===== src/rtl/rename_regfile_pkg.sv =====
// Shared constants and ROB encodings for the rename register file slice.
package rename_regfile_pkg;

  localparam int unsigned ROB_W = 3;
  localparam int unsigned REG_W = 5;

  typedef enum logic [1:0] {
    TypeBr   = 2'b00,
    TypeSt   = 2'b01,
    TypeJalr = 2'b10,
    TypeRg   = 2'b11
  } rob_type_e;

  typedef enum logic [1:0] {
    StatIs = 2'b00,
    StatWr = 2'b01,
    StatCo = 2'b10
  } rob_status_e;

endpackage


===== src/rtl/rename_regfile_operand_port.sv =====
// Combinational resolver for one decoder source operand: x0, ready value, ROB search or pending tag.
// REGFILE_COMMIT_BYPASS_EN adds a same-cycle forward from the commit bus ahead of the ROB search.
module rename_regfile_operand_port import rename_regfile_pkg::*; #(
  parameter int unsigned ROB_W = rename_regfile_pkg::ROB_W
) (
  input  logic [REG_W-1:0] src_idx,
  input  logic [31:0]      reg_val,
  input  logic             reg_busy,
  input  logic [ROB_W-1:0] reg_tag,
  input  logic             search_ready,
  input  logic [31:0]      search_val,
`ifdef REGFILE_COMMIT_BYPASS_EN
  input  logic             commit_valid,
  input  logic [ROB_W-1:0] commit_rob_id,
  input  logic [31:0]      commit_val,
`endif
  output logic [31:0]      val,
  output logic             has_dep,
  output logic [ROB_W-1:0] dep
);

  always_comb begin
    val     = '0;
    has_dep = 1'b0;
    dep     = reg_tag;
    if (src_idx == '0) begin
      val = '0;
    end else if (!reg_busy) begin
      val = reg_val;
`ifdef REGFILE_COMMIT_BYPASS_EN
    end else if (commit_valid && (commit_rob_id == reg_tag)) begin
      val = commit_val;
`endif
    end else if (search_ready) begin
      val = search_val;
    end else begin
      has_dep = 1'b1;
    end
  end

endmodule


===== src/rtl/rename_regfile.sv =====
// Architectural register file with per-register ROB rename tags; commits retire, clear drops tags.
// Optional macro REGFILE_COMMIT_BYPASS_EN forwards the commit bus straight into operand resolution.
module rename_regfile import rename_regfile_pkg::*; #(
  parameter int unsigned ROB_W = rename_regfile_pkg::ROB_W,
  parameter int unsigned NREG  = 32
) (
  input  logic             clk_in,
  input  logic             rst_n_in,
  input  logic             rdy_in,
  input  logic             clear,
  input  logic             dec_ready,
  input  logic [REG_W-1:0] dec_rd,
  input  logic [ROB_W-1:0] dec_rob_id,
  input  logic [REG_W-1:0] dec_rs1,
  input  logic [REG_W-1:0] dec_rs2,
  output logic [31:0]      rs1_val,
  output logic [31:0]      rs2_val,
  output logic             rs1_has_dep,
  output logic             rs2_has_dep,
  output logic [ROB_W-1:0] rs1_dep,
  output logic [ROB_W-1:0] rs2_dep,
  input  logic             commit_valid,
  input  logic [ROB_W-1:0] commit_rob_id,
  input  logic [REG_W-1:0] commit_reg_id,
  input  logic [31:0]      commit_val,
  output logic [ROB_W-1:0] search_rob_id_1,
  output logic [ROB_W-1:0] search_rob_id_2,
  input  logic             search_ready_1,
  input  logic             search_ready_2,
  input  logic [31:0]      search_val_1,
  input  logic [31:0]      search_val_2
);

  logic [31:0]      val_q [NREG];
  logic [31:0]      val_d [NREG];
  logic [ROB_W-1:0] tag_q [NREG];
  logic [ROB_W-1:0] tag_d [NREG];
  logic [NREG-1:0]  busy_q, busy_d;

  // Issue is applied after commit so a same-register rename keeps busy set.
  always_comb begin
    val_d  = val_q;
    tag_d  = tag_q;
    busy_d = busy_q;
    if (rdy_in) begin
      if (commit_valid && (commit_reg_id != '0)) begin
        val_d[commit_reg_id] = commit_val;
        if (tag_q[commit_reg_id] == commit_rob_id) begin
          busy_d[commit_reg_id] = 1'b0;
        end
      end
      if (clear) begin
        busy_d = '0;
      end else if (dec_ready && (dec_rd != '0)) begin
        busy_d[dec_rd] = 1'b1;
        tag_d[dec_rd]  = dec_rob_id;
      end
    end
  end

  always_ff @(posedge clk_in or negedge rst_n_in) begin
    if (!rst_n_in) begin
      for (int i = 0; i < NREG; i++) begin
        val_q[i] <= '0;
        tag_q[i] <= '0;
      end
      busy_q <= '0;
    end else begin
      val_q  <= val_d;
      tag_q  <= tag_d;
      busy_q <= busy_d;
    end
  end

  assign search_rob_id_1 = tag_q[dec_rs1];
  assign search_rob_id_2 = tag_q[dec_rs2];

  rename_regfile_operand_port #(
    .ROB_W (ROB_W)
  ) u_port_rs1 (
    .src_idx       (dec_rs1),
    .reg_val       (val_q[dec_rs1]),
    .reg_busy      (busy_q[dec_rs1]),
    .reg_tag       (tag_q[dec_rs1]),
    .search_ready  (search_ready_1),
    .search_val    (search_val_1),
`ifdef REGFILE_COMMIT_BYPASS_EN
    .commit_valid  (commit_valid),
    .commit_rob_id (commit_rob_id),
    .commit_val    (commit_val),
`endif
    .val           (rs1_val),
    .has_dep       (rs1_has_dep),
    .dep           (rs1_dep)
  );

  rename_regfile_operand_port #(
    .ROB_W (ROB_W)
  ) u_port_rs2 (
    .src_idx       (dec_rs2),
    .reg_val       (val_q[dec_rs2]),
    .reg_busy      (busy_q[dec_rs2]),
    .reg_tag       (tag_q[dec_rs2]),
    .search_ready  (search_ready_2),
    .search_val    (search_val_2),
`ifdef REGFILE_COMMIT_BYPASS_EN
    .commit_valid  (commit_valid),
    .commit_rob_id (commit_rob_id),
    .commit_val    (commit_val),
`endif
    .val           (rs2_val),
    .has_dep       (rs2_has_dep),
    .dep           (rs2_dep)
  );

endmodule


===== config.mk =====
export PLATFORM = sky130hd
export DESIGN_NAME = rename_regfile
export DESIGN_NICKNAME = d
export VERILOG_FILES = /design/src/rtl/rename_regfile_pkg.sv /design/src/rtl/rename_regfile_operand_port.sv /design/src/rtl/rename_regfile.sv
export SDC_FILE = /design/constraint.sdc
export NUM_CORES = 2
export LEC_CHECK = 0
export BUFFER_PORTS_ARGS = -buffer_cell sky130_fd_sc_hd__clkbuf_2
export CORE_MARGIN = 1
export CORE_UTILIZATION = 57
export DETAILED_ROUTE_END_ITERATION = 10
export PLACE_DENSITY = 0.83
export SLEW_MARGIN = 20
export SYNTH_ARGS = -nofsm -noshare
export SYNTH_HDL_FRONTEND = slang
export SYNTH_SLANG_ARGS = --single-unit

===== constraint.sdc =====
create_clock -name clk_in -period 2.2 [get_ports clk_in]
set_clock_uncertainty 0.05 [all_clocks]
set_input_delay 0.11 -clock clk_in [delete_from_list [all_inputs] [get_ports clk_in]]
set_output_delay 0.11 -clock clk_in [all_outputs]
set_load 0.01 [all_outputs]

==> impl_metrics.ini <==
[synthesis]
async_reset_ff_frac = 1.00
synth_cell_type_count = 44
synthCells = 4447
yosys-top-cells-area = dfrtp_1 45%, mux4_2 21%, mux2_2 17%
synth_top_area_share = 0.455
yosysMostFrequentCell = dfrtp_1
yosys.area.top_type = dfrtp_1
synth_nets = 4577
synth_edf_count = 0
synth_top_cells_by_count = 1,152 x dfrtp_1, 966 x mux2_2, 588 x mux4_2
yosysSeqAreaShare = 0.455
synth_ff_type = dfrtp_1
avgSynthCellArea_um2 = 14.3
syn_area_um2 = 63400
ys_ff_latch = 1152
yosys_warnings = 0

[setup_path]
startpoint_type = flip-flop
crit_path_end_kind = output pin
slowest_delay_ns = 0.45
path_delay_family = multiplexers
slowest_stage = mux4_2
ff2ff_setup_slack_ns = -0.09
required_ns = 2.04
worstRegToRegCells = 9
path_cells = buf_6 > mux4_2 > mux2i_1 > nand3b_1 > nand4_1 > buf_12 > buf_16 > nand3_4 > a21oi_2 > buf_2
critPathArrivalTime_ns = 3.10
crit_type = flip-flop to output pin
r2r_start = tag_q[78]
path_buf_inv = 4
crit_fanout = 7
rr_endpoint = busy_q[24]

[timing]
fin_setup_tns_ns = -70.85
fmax_ghz = 0.307
setup_violations = 105
hold_viol = 0
fin_crit_sh = 1.48
rsz0062_at_grt = true
period_minus_slack_ns = 3.26
slew_viol_final = 0
layout_setup_ws_ns = -1.06
slew_headroom = 0.470
worstMarginPinSlew_ns = 0.793

[grt]
antenna_found_initial = 15
grt.overflow.total = 0
first_global_vias = 48200
grt_pass1_wl_mm = 318
grt_max_degree = 79
grtUsageTotal = 0.387

[place]
port_buffers = 207
place.detailed.hpwl_mm = 136
gp_congestion = 1.00
placed_area_um2 = 70200
pre_cts_ws_ns = -0.561
place_inst = 6110

[route]
vias = 46600
wl_per_cell_um = 33.7
drtIter0Drc = 6233
drc_errors = 0
first_pass_iters = 6
totalWireLength_mm = 216
antenna_left = 0
vias_per_cell = 7.27

[layout]
regArea_um2 = 28800
drive_gt1_frac = 0.531
multiInputGateArea_um2 = 33200
final_nets = 4962
final_design_area_no_fill_um2 = 75900
layout.cells.non_filler = 6406
area_growth_pct = 19.8
fill_cells = 6714

[die]
initial_core_util = 0.578
die_x_um = 335
floorplan.rows = 121
io_pins = 208
dieArea_um2 = 113000
core_um2 = 110000
die_h_um = 335

[pwr]
ir_drop_mv = 0.829
finalPower_uw = 58800
clkPwrFrac = 0.364
power_density_nw_per_um2 = 775
leakage_uw = 0.0345
p_comb_frac = 0.195
power.internal_uw = 42500
netSwitchingFraction = 0.278
p_switching_uw = 16300
seq_power_share = 0.440

[cts]
root_buffer = clkbuf_16
numCtsBuffers = 115
clock_sinks = 1152
htree_levels = 3
clk_pin_slew_ns = 0.07
clock_path_buffers = 3
clock_latency_ns = 0.72
cts_tree = done

[run]
maxCapViolCount = 0

[outcome]
status = complete, but fails checks
violations = negative setup slack

[hold_path]
min_to = tag_q[76]
hold_class = primary input to flip-flop
whs_path_depth = 3
hp-start = dec_rob_id[1]
## final cells by class
type / instances / share of cell area
clock inverters: 52 / 0.0104
inverters: 5 / 0.000247
clock buffers: 158 / 0.0436
multi-input cells: 2782 / 0.437
flip-flops and latches: 1152 / 0.380
diodes: 5 / 0.000165
repair buffers: 776 / 0.104
well taps: 1476 / 0.0243
## per-layer routing
metal  up-vias  global-route usage  routed length [um]
met4        18               0.257               17300
met2      3652               0.566               95400
met5         -                   0                 122
met3      1160               0.146               29600
met1     24000               0.481               73400
li1      17800                   -                   -
## cells by family after synthesis
group,synth area share
flops,0.455
buf+inv,0.0357
xor+xnor,0.000138
simple gates,0.0446
compound gates,0.0297
mux,0.435
## power groups by stage
stage / sequential [uW] / clock (uW) / combinational [uW]
2_1_floorplan: 25300 / 0 / 7160
3_3_place_gp: 25700 / 0 / 10300
3_5_place_dp: 26000 / 0 / 10600
4_1_cts: 25700 / 21400 / 11200
5_1_grt: 26100 / 22200 / 12000
6_report: 25900 / 21400 / 11500
## worst max-delay path by stage
stage               start            endpoint  slack, ns  cells after the start
2_1_floorplan  dec_rs2[0]  search_rob_id_2[0]      0.003                      7
3_3_place_gp   busy_q[14]         rs2_val[27]      -0.55                     10
3_5_place_dp   busy_q[14]          rs2_val[9]      -0.56                     10
4_1_cts         busy_q[6]         rs2_val[27]      -1.02                     10
5_1_grt        busy_q[14]          rs1_val[1]      -1.09                      9
6_report        busy_q[6]         rs2_val[27]      -1.06                     10
## worst reg2reg max path, stage by stage, from the launching register on
cell and delay (ns):
dfrtp_1 0.39, buf_4 0.15, mux2i_1 0.20, o22ai_2 0.14, nor4_4 0.33, a21oi_2 0.12, nor4_4 0.28, buf_6 0.20
buf_12 0.15, a41oi_1 0.13
## registers in the layout, indices dropped and copies added, names as in the netlist
register  count
val_q      1024
tag_q        96
busy_q       32
## stage by stage
step                       util  hold WS (ns)
after floorplan               -        -0.236
after global placement    0.640         0.135
after detailed placement  0.640         0.134
after CTS                 0.690       0.00159
after global routing      0.693        0.0635
final                     0.693        0.0451
## cells in the final DEF (no fill, tap or decap), types with 6 or more instances in the layout
cell type	instances
nand3b_1	34
nand2_4	6
dlygate4sd3_1	44
nand4b_1	7
mux2i_1	313
clkbuf_1	17
nand2_2	6
bufinv_16	16
o22ai_1	22
mux4_2	588
buf_2	28
dfrtp_1	1152
clkinvlp_4	6
buf_6	30
nand3_1	68
mux2_2	959
buf_8	9
nand3_4	27
clkbuf_8	25
a22oi_1	142
nand2_1	321
clkbuf_2	161
clkinv_2	20
buf_4	325
buf_12	173
nor2_4	21
nor2_1	21
nor3_1	18
a21oi_1	52
clkbuf_16	118
mux2_1	27
a21oi_2	39
mux2_4	7
a31oi_1	23
## timing repair
item	4_1_cts	5_1_grt
cloned	3	2
hold buffers	45	0
setup buffers	32	8
hold endpoints to repair	1091	0
pin swaps	17	21
setup endpoints to repair	87	109
gates resized for setup	104	98
(Power assumes the default switching activity.)
